$ cat config.mk
export PLATFORM = sky130hd
export DESIGN_NAME = temporizador_parametrizado
export DESIGN_NICKNAME = d
export VERILOG_FILES = /design/src/rtl/temporizador_parametrizado.sv
export SDC_FILE = /design/constraint.sdc
export NUM_CORES = 1
export LEC_CHECK = 0
export CAP_MARGIN = 10
export CORE_ASPECT_RATIO = 1.75
export CORE_UTILIZATION = 50
export CTS_CLUSTER_DIAMETER = 80
export DETAILED_ROUTE_END_ITERATION = 7
export GPL_TIMING_DRIVEN = 0
export PLACE_DENSITY = 0.68
export SLEW_MARGIN = 10
export SYNTH_ARGS = -nofsm -noshare
export SYNTH_HDL_FRONTEND = slang
export SYNTH_SLANG_ARGS = --single-unit
$ cat constraint.sdc
create_clock -name clk -period 3.8 [get_ports clk]
set_input_delay 0.57 -clock clk [delete_from_list [all_inputs] [get_ports clk]]
set_output_delay 0.57 -clock clk [all_outputs]
set_load 0.05 [all_outputs]
$ cat src/rtl/temporizador_parametrizado.sv
// temporizador_parametrizado: HH:MM:SS countdown timer / stopwatch with
// three-button time setting and six active-high 7-segment digit outputs.
// Build option: define TIMER_ALARM_EN to get an alarm pulse lasting
// ALARM_TICKS seconds after DONE entry; otherwise alarm is tied low.
module temporizador_parametrizado #(
  parameter int TICK_DIV    = 50000000,
  parameter int HOUR_MAX    = 23,
  parameter int ALARM_TICKS = 5
) (
  input  logic       clk,
  input  logic       reset,
  input  logic       btn_mode,
  input  logic       btn_inc,
  input  logic       btn_run,
  input  logic       count_up,
  output logic [6:0] seg_hh_d,
  output logic [6:0] seg_hh_u,
  output logic [6:0] seg_mm_d,
  output logic [6:0] seg_mm_u,
  output logic [6:0] seg_ss_d,
  output logic [6:0] seg_ss_u,
  output logic [2:0] set_leds,
  output logic       running,
  output logic       done,
  output logic       alarm
);

  localparam int              PW     = $clog2(TICK_DIV);
  localparam logic [PW-1:0]   TC     = PW'(TICK_DIV - 1);
  localparam logic [7:0]      HMAX   = {4'(HOUR_MAX / 10), 4'(HOUR_MAX % 10)};
  localparam logic [23:0]     TM_MAX = {HMAX, 16'h5959};

  typedef enum logic [2:0] {IDLE, SET_S, SET_M, SET_H, RUN, DONE} state_t;

  state_t          state;
  state_t          state_n;
  logic [23:0]     tm;        // {hh_d, hh_u, mm_d, mm_u, ss_d, ss_u}
  logic [23:0]     tm_up;
  logic [23:0]     tm_dn;
  logic            up_mode;
  logic [PW-1:0]   presc;
  logic            mode_prev;
  logic            inc_prev;
  logic            run_prev;
  logic            mode_e;
  logic            inc_e;
  logic            run_e;
  logic            count_st;
  logic            tick;
  logic            at_max;

  // Two-digit BCD increment, wrapping from max back to 00.
  function automatic logic [7:0] bcd_inc(input logic [7:0] v, input logic [7:0] max);
    if (v == max)            return 8'h00;
    else if (v[3:0] == 4'd9) return {v[7:4] + 4'd1, 4'd0};
    else                     return {v[7:4], v[3:0] + 4'd1};
  endfunction

  // Two-digit BCD decrement, wrapping from 00 up to max.
  function automatic logic [7:0] bcd_dec(input logic [7:0] v, input logic [7:0] max);
    if (v == 8'h00)          return max;
    else if (v[3:0] == 4'd0) return {v[7:4] - 4'd1, 4'd9};
    else                     return {v[7:4], v[3:0] - 4'd1};
  endfunction

  // Segment pattern {g,f,e,d,c,b,a}; anything that is not a BCD digit is blank.
  function automatic logic [6:0] seg7(input logic [3:0] d);
    case (d)
      4'd0:    return 7'b0111111;
      4'd1:    return 7'b0000110;
      4'd2:    return 7'b1011011;
      4'd3:    return 7'b1001111;
      4'd4:    return 7'b1100110;
      4'd5:    return 7'b1101101;
      4'd6:    return 7'b1111101;
      4'd7:    return 7'b0000111;
      4'd8:    return 7'b1111111;
      4'd9:    return 7'b1101111;
      default: return 7'b0000000;
    endcase
  endfunction

  assign mode_e = btn_mode & ~mode_prev;
  assign inc_e  = btn_inc  & ~inc_prev;
  assign run_e  = btn_run  & ~run_prev;
  assign tick   = count_st && (presc == TC);
  assign at_max = (tm == TM_MAX);

  // Button history; loading current levels during reset suppresses edges from buttons held across release.
  always_ff @(posedge clk) begin
    mode_prev <= btn_mode;
    inc_prev  <= btn_inc;
    run_prev  <= btn_run;
  end

  // Candidate next times for one second up (carry) and one second down (borrow).
  always_comb begin
    tm_up       = tm;
    tm_up[7:0]  = bcd_inc(tm[7:0], 8'h59);
    if (tm[7:0] == 8'h59) begin
      tm_up[15:8] = bcd_inc(tm[15:8], 8'h59);
      if (tm[15:8] == 8'h59) tm_up[23:16] = bcd_inc(tm[23:16], HMAX);
    end
    tm_dn       = tm;
    tm_dn[7:0]  = bcd_dec(tm[7:0], 8'h59);
    if (tm[7:0] == 8'h00) begin
      tm_dn[15:8] = bcd_dec(tm[15:8], 8'h59);
      if (tm[15:8] == 8'h00) tm_dn[23:16] = bcd_dec(tm[23:16], 8'h99);
    end
  end

  // Next state: run edge outranks mode/inc; a zero countdown cannot be started.
  always_comb begin
    state_n = state;
    case (state)
      IDLE, SET_S, SET_M, SET_H: begin
        if (run_e) begin
          if (count_up || (tm != 24'h0)) state_n = RUN;
        end else if (mode_e) begin
          case (state)
            IDLE:    state_n = SET_S;
            SET_S:   state_n = SET_M;
            SET_M:   state_n = SET_H;
            default: state_n = IDLE;
          endcase
        end
      end
      RUN: begin
        if (run_e) begin
          state_n = IDLE;
        end else if (tick) begin
          if (up_mode) begin
            if (at_max || (tm_up == TM_MAX)) state_n = DONE;
          end else if (tm_dn == 24'h0) begin
            state_n = DONE;
          end
        end
      end
      DONE:    if (mode_e || inc_e || run_e) state_n = IDLE;
      default: state_n = IDLE;
    endcase
  end

  // State, registered status outputs, prescaler and time digits.
  always_ff @(posedge clk) begin
    if (reset) begin
      state    <= IDLE;
      tm       <= '0;
      presc    <= '0;
      up_mode  <= 1'b0;
      set_leds <= 3'b000;
      running  <= 1'b0;
      done     <= 1'b0;
    end else begin
      state   <= state_n;
      running <= (state_n == RUN);
      done    <= (state_n == DONE);
      case (state_n)
        SET_S:   set_leds <= 3'b001;
        SET_M:   set_leds <= 3'b010;
        SET_H:   set_leds <= 3'b100;
        default: set_leds <= 3'b000;
      endcase
      if ((state_n != state) || tick) presc <= '0;
      else if (count_st)              presc <= presc + PW'(1);
      if ((state_n == RUN) && (state != RUN)) up_mode <= count_up;
      case (state)
        SET_S: if (!run_e && !mode_e && inc_e) tm[7:0]   <= bcd_inc(tm[7:0], 8'h59);
        SET_M: if (!run_e && !mode_e && inc_e) tm[15:8]  <= bcd_inc(tm[15:8], 8'h59);
        SET_H: if (!run_e && !mode_e && inc_e) tm[23:16] <= bcd_inc(tm[23:16], HMAX);
        RUN:   if (!run_e && tick && !(up_mode && at_max)) tm <= up_mode ? tm_up : tm_dn;
        default: ;
      endcase
    end
  end

`ifdef TIMER_ALARM_EN
  logic [7:0] alarm_cnt;

  assign count_st = (state == RUN) || (state == DONE);

  // Alarm rises on DONE entry and drops after ALARM_TICKS seconds or when DONE is left.
  always_ff @(posedge clk) begin
    if (reset) begin
      alarm     <= 1'b0;
      alarm_cnt <= '0;
    end else if ((state_n == DONE) && (state != DONE)) begin
      alarm     <= 1'b1;
      alarm_cnt <= '0;
    end else if (state_n != DONE) begin
      alarm     <= 1'b0;
    end else if (tick && alarm) begin
      alarm_cnt <= alarm_cnt + 8'd1;
      if (alarm_cnt == 8'(ALARM_TICKS - 1)) alarm <= 1'b0;
    end
  end
`else
  assign count_st = (state == RUN);
  assign alarm    = 1'b0;
`endif

  assign seg_hh_d = seg7(tm[23:20]);
  assign seg_hh_u = seg7(tm[19:16]);
  assign seg_mm_d = seg7(tm[15:12]);
  assign seg_mm_u = seg7(tm[11:8]);
  assign seg_ss_d = seg7(tm[7:4]);
  assign seg_ss_u = seg7(tm[3:0]);

endmodule

==> impl_metrics.toml, run 1 <==
[timing]
max_freq_mhz = 268
fin_crit_ns = 3.73
min_period_over_period = 0.981
hold_viol_final = 0
slew_headroom = 0.524
finalSetupViolCount = 0
drv_slew = 0
worst_slew_pin_slew_ns = 0.706
skew_ns = 0.0113
setup_tns_ns = 0

[logic_synthesis]
synth_edf_count = 0
postSynthAreaPerCell_um2 = 8.14
ys_types = 87
yosysSeqAreaShare = 0.289
ys_ff_latch = 104
synth.cell_area_mm2 = 0.00720
yosysTopAreaCell = "dfxtp_1"
ys_warn_count = 0
synthCells = 885
synth_most_common_cell = "dfxtp_1"
synth_nets = 945
synth_ff_type = "dfxtp_1"
yosysTopAreaCellShare = 0.289
synthTopCellsByCount = "dfxtp_1 (104), nor2_1 (58), nand2_1 (57)"
ys_async_sr_fraction = 0
yosys-top-cells-area = "dfxtp_1 (29%), ha_1 (9.4%), o21ai_0 (3.7%), nor2_1 (3.0%), nand2_1 (3.0%)"

[clock_tree]
numClockSinks = 104
clk-insertion-delay-late_ns = 0.36
htree_levels = 3
cts_max_path_buffers = 2
clk_pin_slew_ns = 0.07
cts_root_buffer = "clkbuf_16"
cts_made_buffers = 9
cts_hold_buf = 0
cts_tree = "done"

[setup_path]
crit_type = "flip-flop to flip-flop"
path_max_fanout = 10
crit_path_start_kind = "flip-flop"
arrival_ns = 3.98
r2r-start = "tm[4]"
path_cells = "inv_1, ha_2, or3b_2, clkbuf_1, nor3_4, buf_4, nor4_1, o221ai_1, o41a_1, a21oi_2, a21o_4, buf_12, nor2_2"
crit_path_start = "tm[4]"
cp-end-kind = "flip-flop"
critPathRequiredTime_ns = 4.05
slowest_delay_ns = 0.57
path_delay_family = "compound AO/OA/AOI/OAI gates"
critPathBufInv = 4
crit_slowest_cell = "dfxtp_1"

[die]
die_x_um = 92.7
initial_core_util = 0.515
die_y_um = 161
std_cell_rows = 57
core_mm2 = 0.0140
io-pin-count = 54
die_area_mm2 = 0.0149

[final_layout]
multi_input_area_mm2 = 0.00480
fillerInstances = 1335
finalNetCount = 1011
antenna_cells = 0
area_growth_pct = 17.2
seq_area_mm2 = 0.00208
utilization = 0.603
drive_gt1_frac = 0.130
final_area_mm2 = 0.00844

[detailed_routing]
wl_per_cell_um = 19.2
drt_iter0_drc = 466
vias_per_cell = 6.19
drt_first_pass_iters = 5
routed_wl_um = 21800
vias = 7013
drc = 0
ant_nets = 0

[grt]
antenna_found_initial = 0
use_met1 = 0.295
gr-total-overflow = 0
met2_usage = 0.552
grt_pass1_vias = 6951
grt_pass1_wl_um = 34500
gr-max-usage-layer = "met2"
grt_max_degree = 19
track_usage = 0.296
met3_usage = 0.0440

[power_and_ir_drop]
powerDensity_mw_per_mm2 = 280
p_leak_nw = 3.11
ir_drop_uv = 190

[place]
finalWeightedCongestion = 0.990
place_area_mm2 = 0.00794
port_buffers = 52
hpwl_um = 16500

[worst_hold_path]
hold_path.class = "flip-flop to flip-flop"
hp-start = "presc[1]"

[outcome]
status = "completed"

[flow_run]
max_cap_viol_count = 0
cell type report:
type	count	share of cell area
clock buffers	10	0.0283
inverters	53	0.0236
clock inverters	6	0.00593
plain buffers	54	0.0329
flip-flops and latches	104	0.247
well taps	177	0.0263
repair buffers	58	0.0670
multi-input cells	671	0.569
worst reg2reg max path, delay by kind of cell, from the launching register on:
family	cells	cell delay (ns)
AO/OA/AOI/OAI	4	1.23
buffers and inverters	4	0.88
AND/OR/NAND/NOR	4	0.68
flip-flops	1	0.57
adder cells (fa/ha/maj)	1	0.27
registers in the layout (all words and copies together) (netlist names), 3 cells and up:
| name | flops |
|---|---|
| seg_mm_d | 7 |
| seg_ss_u | 7 |
| seg_mm_u | 7 |
| tm | 24 |
| state | 3 |
| presc | 26 |
| set_leds | 3 |
| seg_ss_d | 7 |
| seg_hh_d | 7 |
| seg_hh_u | 7 |
through the flow:
step,power [mW],std cells,setup WS (ns),hold WS [ns]
6_report,2.36,1133,0.0730,0.495
5_1_grt,2.44,1133,-0.0278,0.553
4_1_cts,2.37,1131,-0.0341,0.495
3_5_place_dp,1.44,1114,-1.01,0.472
3_3_place_gp,1.44,1114,-0.972,0.456
2_1_floorplan,1.35,885,0.376,0.449
cell usage in the layout, fill, tap and decap left out, types with 7 or more instances in the layout:
cell type / synthesis / routed
a211oi_1: 8 / 8
ha_1: 54 / 52
o21ai_0: 53 / 52
a21oi_1: 41 / 40
nor3_1: 36 / 34
nand2_1: 57 / 57
mux2i_1: 16 / 15
nand3b_1: 7 / 7
and3_1: 8 / 7
a31oi_1: 10 / 10
clkdlybuf4s50_1: 0 / 52
nand2b_1: 10 / 10
nor2b_1: 13 / 13
xor2_1: 13 / 13
nor2_1: 58 / 56
mux2_2: 11 / 11
buf_2: 10 / 10
clkbuf_16: 0 / 9
dfxtp_1: 104 / 103
clkbuf_2: 0 / 9
buf_4: 1 / 7
xnor2_1: 18 / 18
o22ai_1: 10 / 10
nor4_1: 11 / 10
o31ai_1: 14 / 13
and2_1: 14 / 14
inv_1: 53 / 53
nand4_1: 21 / 21
clkbuf_1: 39 / 27
nor2_2: 21 / 23
nand3_1: 31 / 30
where the power goes:
group | internal [mW] | leakage (nW) | total (mW) | switching [mW]
clock network | 0.472 | 0.141 | 0.920 | 0.448
logic | 0.113 | 2.12 | 0.327 | 0.214
registers | 1.10 | 0.842 | 1.11 | 0.00749
total | 1.69 | 3.11 | 2.36 | 0.670
logic make-up after synthesis:
group	count (synthesis)	synth area share
and+or+nand+nor	346	0.273
other	1	0.000521
AOI/OAI and AO/OA	212	0.201
buffers and inverters	110	0.0662
muxes	27	0.0394
DFF	104	0.289
adders and majority gates	54	0.0938
xor gates and xnor gates	31	0.0377
metal layers:
| metal | vias to the layer above | wire length [um] | part of all wire |
|---|---|---|---|
| met5 | - | 0 | 0 |
| met4 | 0 | 1530 | 0.070 |
| met3 | 88 | 1200 | 0.055 |
| met2 | 269 | 11500 | 0.53 |
| met1 | 3314 | 7580 | 0.35 |
| li1 | 3342 | - | - |
repair_timing:
item / in CTS / in global routing
gates cloned: 0 / 0
setup buffers: 1 / 5
resized for setup: 19 / 25
setup endpoints to repair: 64 / 58
pin swaps: 1 / 5
path summary, 6_finish.rpt:
check,to,slack (ns),cells after the start
worst min-delay path,presc[1],0.50,2
worst min register to register,presc[1],0.50,2
worst max register to register,presc[18],0.07,13
worst max-delay path,presc[18],0.07,13
Power figures use the tool's default switching activity.
==> run 2, diff against run 1 <==
--- a/config.mk
+++ b/config.mk
@@ -8,10 +8,12 @@
 export CAP_MARGIN = 10
 export CORE_ASPECT_RATIO = 1.75
 export CORE_UTILIZATION = 50
+export CTS_BUF_LIST = sky130_fd_sc_hd__clkbuf_16
 export CTS_CLUSTER_DIAMETER = 80
 export DETAILED_ROUTE_END_ITERATION = 7
 export GPL_TIMING_DRIVEN = 0
 export PLACE_DENSITY = 0.68
+export SETUP_SLACK_MARGIN = 0.3
 export SLEW_MARGIN = 10
 export SYNTH_ARGS = -nofsm -noshare
 export SYNTH_HDL_FRONTEND = slang
==> impl_metrics.toml, run 2 (same netlist as run 1, synthesis figures left out) <==
[die]
initial_core_util = 0.515
die_y_um = 161
core_mm2 = 0.0140
die_x_um = 92.7
std_cell_rows = 57
die_area_mm2 = 0.0149
io-pin-count = 54

[grt]
grt_pass1_vias = 7015
grt_pass1_wl_um = 34700
track_usage = 0.298
gr-total-overflow = 0
antenna_found_initial = 0
grt_max_degree = 19

[setup_path]
r2r-start = "tm[12]"
cp.depth = 13
critPathRequiredTime_ns = 4.05
crit_path_start = "tm[12]"
crit_path_start_kind = "flip-flop"
slowest_delay_ns = 0.48
r2r_slack_ns = 0.37
crit_type = "flip-flop to flip-flop"
r2r_end = "presc[18]"
rr_worst_depth = 13
critPathBufInv = 4
arrival_ns = 3.68
path_max_fanout = 10
path_cells = "clkbuf_2, inv_1, ha_2, nor3b_4, nand4_1, buf_4, mux2_2, o221ai_1, o41a_1, a21oi_4, a21o_4, buf_12, nor2_2"
cp-end-kind = "flip-flop"
crit_slowest_cell = "o41a_1"
path_delay_family = "compound AO/OA/AOI/OAI gates"
crit_end = "presc[18]"

[final_layout]
regMostFlops = "presc"
largest_reg_flops = 26
drive_gt1_frac = 0.178
area_growth_pct = 20.7
finalNetCount = 1026
final_common_cell = "dfxtp_1"
top_regs = "presc x26, tm x24"
mostFrequentLayoutCells = "dfxtp_1 (99), nor2_1 (54), nand2_1 (53), clkdlybuf4s50_1 (52)"
antenna_cells = 0
fillerInstances = 1302

[worst_hold_path]
hold_depth = 2
hold_path.class = "flip-flop to flip-flop"

[outcome]
status = "completed"

[timing]
worst_slew_pin_slew_ns = 0.766
max_freq_mhz = 291
skew_ns = 0.0123
fin_crit_ns = 3.43
slew_headroom = 0.484
finalSetupViolCount = 0
hold_viol_final = 0
min_period_over_period = 0.904
rsz0062_at_grt = "true"
drv_slew = 0
setup_ws_ns = 0.366

[detailed_routing]
wl_per_cell_um = 19.4
ant_nets = 0
vias = 7080
routed_wl_um = 22200
drc = 0
vias_per_cell = 6.17
drt_iter0_drc = 513
drt_first_pass_iters = 7

[power_and_ir_drop]
powerDensity_mw_per_mm2 = 271
p_leak_nw = 3.24
ir_drop_uv = 188
power_mw = 2.36

[clock_tree]
numClockSinks = 104
htree_levels = 3
cts_tree = "done"
cts_root_buffer = "clkbuf_16"
clk_pin_slew_ns = 0.07
cts_max_path_buffers = 2
clk-insertion-delay-late_ns = 0.36
cts_made_buffers = 9

[place]
hpwl_um = 16500
port_buffers = 52
place_ws_ns = -1.01
finalWeightedCongestion = 0.990

[flow_run]
max_cap_viol_count = 0
[run 2: worst min path at each step]
stage                  start       end  slack, ns
floorplan           presc[1]  presc[1]       0.45
detailed placement  presc[1]  presc[1]       0.47
finish              presc[1]  presc[1]       0.50
global route        presc[1]  presc[1]       0.55
global placement    presc[1]  presc[1]       0.46
CTS                 presc[1]  presc[1]       0.49
[run 2: where the power goes]
group	switching, mW	internal, mW
clock	0.453	0.452
sequential	0.00625	1.10
combinational	0.220	0.122
total	0.679	1.68
[run 2: what timing repair did]
action                                  in CTS  in global routing
pin swaps                                    5                 11
gates cloned                                 0                  0
setup buffers                                5                 13
gates resized for setup                     50                 58
hold buffers                                 0                  0
endpoints found under the setup margin      73                 65
[run 2: cell type report]
class / count / area [um2] / share of cell area
plain buffers: 57 / 320 / 0.0369
well taps: 177 / 221 / 0.0255
clock inverters: 7 / 53.8 / 0.00619
clock buffers: 9 / 225 / 0.0259
repair buffers: 70 / 657 / 0.0756
multi-input cells: 671 / 4930 / 0.567
flip-flops and latches: 104 / 2090 / 0.240
inverters: 53 / 199 / 0.0229
[run 2: per-stage QoR]
| stage | util | hold WS, ns | cell area (um2) | TNS (ns) | std cells |
|---|---|---|---|---|---|
| 6_report | 0.622 | 0.498 | 8690 | 0 | 1148 |
| 5_1_grt | 0.622 | 0.553 | 8690 | 0 | 1148 |
| 4_1_cts | 0.605 | 0.495 | 8460 | 0 | 1135 |
| 3_5_place_dp | 0.568 | 0.472 | 7940 | -20.22 | 1114 |
| 3_3_place_gp | 0.568 | 0.456 | 7940 | -19.74 | 1114 |
| 2_1_floorplan | - | 0.449 | 7200 | 0 | 885 |
[run 2: per-layer routing]
metal,vias to the layer above,share of wire,GRT usage
li1,3359,-,-
met4,0,0.069,0.201
met1,3338,0.35,0.290
met5,-,0,0
met3,100,0.058,0.0530
met2,283,0.53,0.557
[run 2: worst register-to-register path, delay by kind of cell (launching register included)]
family                   cells  cell delay [ns]
buffers and inverters        4             0.70
AND/OR/NAND/NOR              3             0.73
multiplexers                 1             0.27
adder cells (fa/ha/maj)      1             0.22
flip-flops                   1             0.33
AO/OA/AOI/OAI                4             1.08
==> run 3, diff against run 2 <==
--- a/config.mk
+++ b/config.mk
@@ -5,11 +5,9 @@
 export SDC_FILE = /design/constraint.sdc
 export NUM_CORES = 1
 export LEC_CHECK = 0
-export CAP_MARGIN = 10
-export CORE_ASPECT_RATIO = 1.75
 export CORE_UTILIZATION = 50
 export CTS_BUF_LIST = sky130_fd_sc_hd__clkbuf_16
-export CTS_CLUSTER_DIAMETER = 80
+export CTS_CLUSTER_DIAMETER = 30
 export DETAILED_ROUTE_END_ITERATION = 7
 export GPL_TIMING_DRIVEN = 0
 export PLACE_DENSITY = 0.68
==> impl_metrics.toml, run 3 (same netlist as run 1, synthesis figures left out) <==
[outcome]
status = "completed"

[setup_path]
crit_top_cell = "or4_1"
path_cells = "buf_2, nand4bb_1, o31ai_1, o311ai_1, or4_1, or4_1, a21oi_4, a21o_4, buf_12, nor2_2"
path_max_fanout = 10
critPathRequiredTime_ns = 4.06
crit_end = "presc[19]"
r2r_end = "presc[19]"
rr_worst_depth = 10
r2r-start = "tm[2]"
slowest_delay_ns = 0.52
crit_path_start = "tm[2]"
arrival_ns = 3.64
crit_path_start_kind = "flip-flop"
crit_type = "flip-flop to flip-flop"
crit_slowest_cell = "or4_1"
r2r_slack_ns = 0.42
cp-end-kind = "flip-flop"

[power_and_ir_drop]
p_switching_mw = 0.665
power.share.clock = 0.384
power.share.sequential = 0.475
switching_share = 0.285
comb_power_share = 0.142
ir_drop_uv = 198
intPower_mw = 1.67
power_mw = 2.34
powerDensity_mw_per_mm2 = 269
p_leak_nw = 3.22

[timing]
worst_slew_pin_slew_ns = 0.849
fin_crit_ns = 3.38
rsz0062_at_grt = "false"
max_freq_mhz = 296
min_period_over_period = 0.890
finalSetupViolCount = 0
setup_tns_ns = 0
setup_ws_ns = 0.416
slew_headroom = 0.428
skew_ns = 0.0103
hold_viol_final = 0
drv_slew = 0

[clock_tree]
clk_pin_slew_ns = 0.07
cts_tree = "done"
cts_root_buffer = "clkbuf_16"
clk-insertion-delay-late_ns = 0.37
numClockSinks = 104
cts_made_buffers = 9
htree_levels = 3
cts_max_path_buffers = 2

[place]
place_ws_ns = -0.733
hpwl_um = 14100
finalWeightedCongestion = 0.969
port_buffers = 52

[grt]
grt_max_degree = 18
gr-total-overflow = 0
grt_pass1_wl_um = 31500
track_usage = 0.271
grt_pass1_vias = 6129
antenna_found_initial = 0

[die]
die_y_um = 122
core_mm2 = 0.0140
io-pin-count = 54
initial_core_util = 0.515
die_area_mm2 = 0.0149
die_x_um = 122
std_cell_rows = 43

[final_layout]
mostFrequentLayoutCells = "dfxtp_1 (98), nor2_1 (55), nand2_1 (55), clkdlybuf4s50_1 (52)"
top_regs = "presc x26, tm x24"
largest_reg_flops = 26
finalNetCount = 1026
final_common_cell = "dfxtp_1"
drive_gt1_frac = 0.169
area_growth_pct = 20.6
antenna_cells = 0
regMostFlops = "presc"
fillerInstances = 1273

[detailed_routing]
vias_per_cell = 6.07
wl_per_cell_um = 17.4
drc = 0
ant_nets = 0
routed_wl_um = 20000
drt_first_pass_iters = 5
vias = 6982
drt_iter0_drc = 678

[worst_hold_path]
hold_path.class = "flip-flop to flip-flop"

[flow_run]
max_cap_viol_count = 0
-- run 3: final cells by class --
class	count	area, um2	share of cell area
Timing Repair Buffer	70	668	0.0770
Tap cell	180	225	0.0259
Sequential cell	104	2090	0.241
Clock inverter	7	48.8	0.00562
Buffer	57	318	0.0366
Clock buffer	9	225	0.0259
Multi-Input combinational cell	671	4900	0.565
Inverter	53	203	0.0233
-- run 3: metrics by stage --
| stage | std cells | hold WS, ns | area [um2] | utilization |
|---|---|---|---|---|
| 2_1_floorplan | 885 | 0.449 | 7200 | - |
| 3_3_place_gp | 1117 | 0.460 | 7950 | 0.568 |
| 3_5_place_dp | 1117 | 0.473 | 7950 | 0.568 |
| 4_1_cts | 1141 | 0.483 | 8470 | 0.605 |
| 5_1_grt | 1151 | 0.510 | 8680 | 0.621 |
| 6_report | 1151 | 0.480 | 8680 | 0.621 |
-- run 3: layer usage --
layer	track usage	up-vias	wire (um)
met5	0	-	0
met4	0.130	0	706
met3	0.0562	61	1510
met2	0.410	292	8690
met1	0.366	3251	9100
li1	-	3378	-
-- run 3: timing repair --
action | in CTS | in global routing
setup buffers | 8 | 10
pin swaps | 4 | 8
endpoints found under the setup margin | 71 | 67
gates resized for setup | 41 | 57
hold buffers | 0 | 0
-- run 3: worst min path at each step --
| stage | depth (start not counted) | from | endpoint | slack [ns] |
|---|---|---|---|---|
| 2_1_floorplan | 2 | presc[1] | presc[1] | 0.45 |
| 3_3_place_gp | 2 | presc[1] | presc[1] | 0.46 |
| 3_5_place_dp | 2 | presc[1] | presc[1] | 0.47 |
| 4_1_cts | 2 | presc[1] | presc[1] | 0.48 |
| 5_1_grt | 2 | presc[1] | presc[1] | 0.51 |
| 6_report | 2 | presc[1] | presc[1] | 0.48 |
-- run 3: worst max-delay path: cells and delay by family (launching register included) --
kind,cells,cell delay [ns]
simple gates,4,1.56
compound gates,4,1.04
buf+inv,2,0.34
flops,1,0.32
-- run 3: power groups by stage --
stage | clock network (mW) | registers [mW] | logic, mW
after floorplan | 0 | 1.16 | 0.186
after global placement | 0 | 1.13 | 0.294
after detailed placement | 0 | 1.13 | 0.294
after CTS | 0.911 | 1.11 | 0.316
after global routing | 0.957 | 1.11 | 0.351
final | 0.896 | 1.11 | 0.331
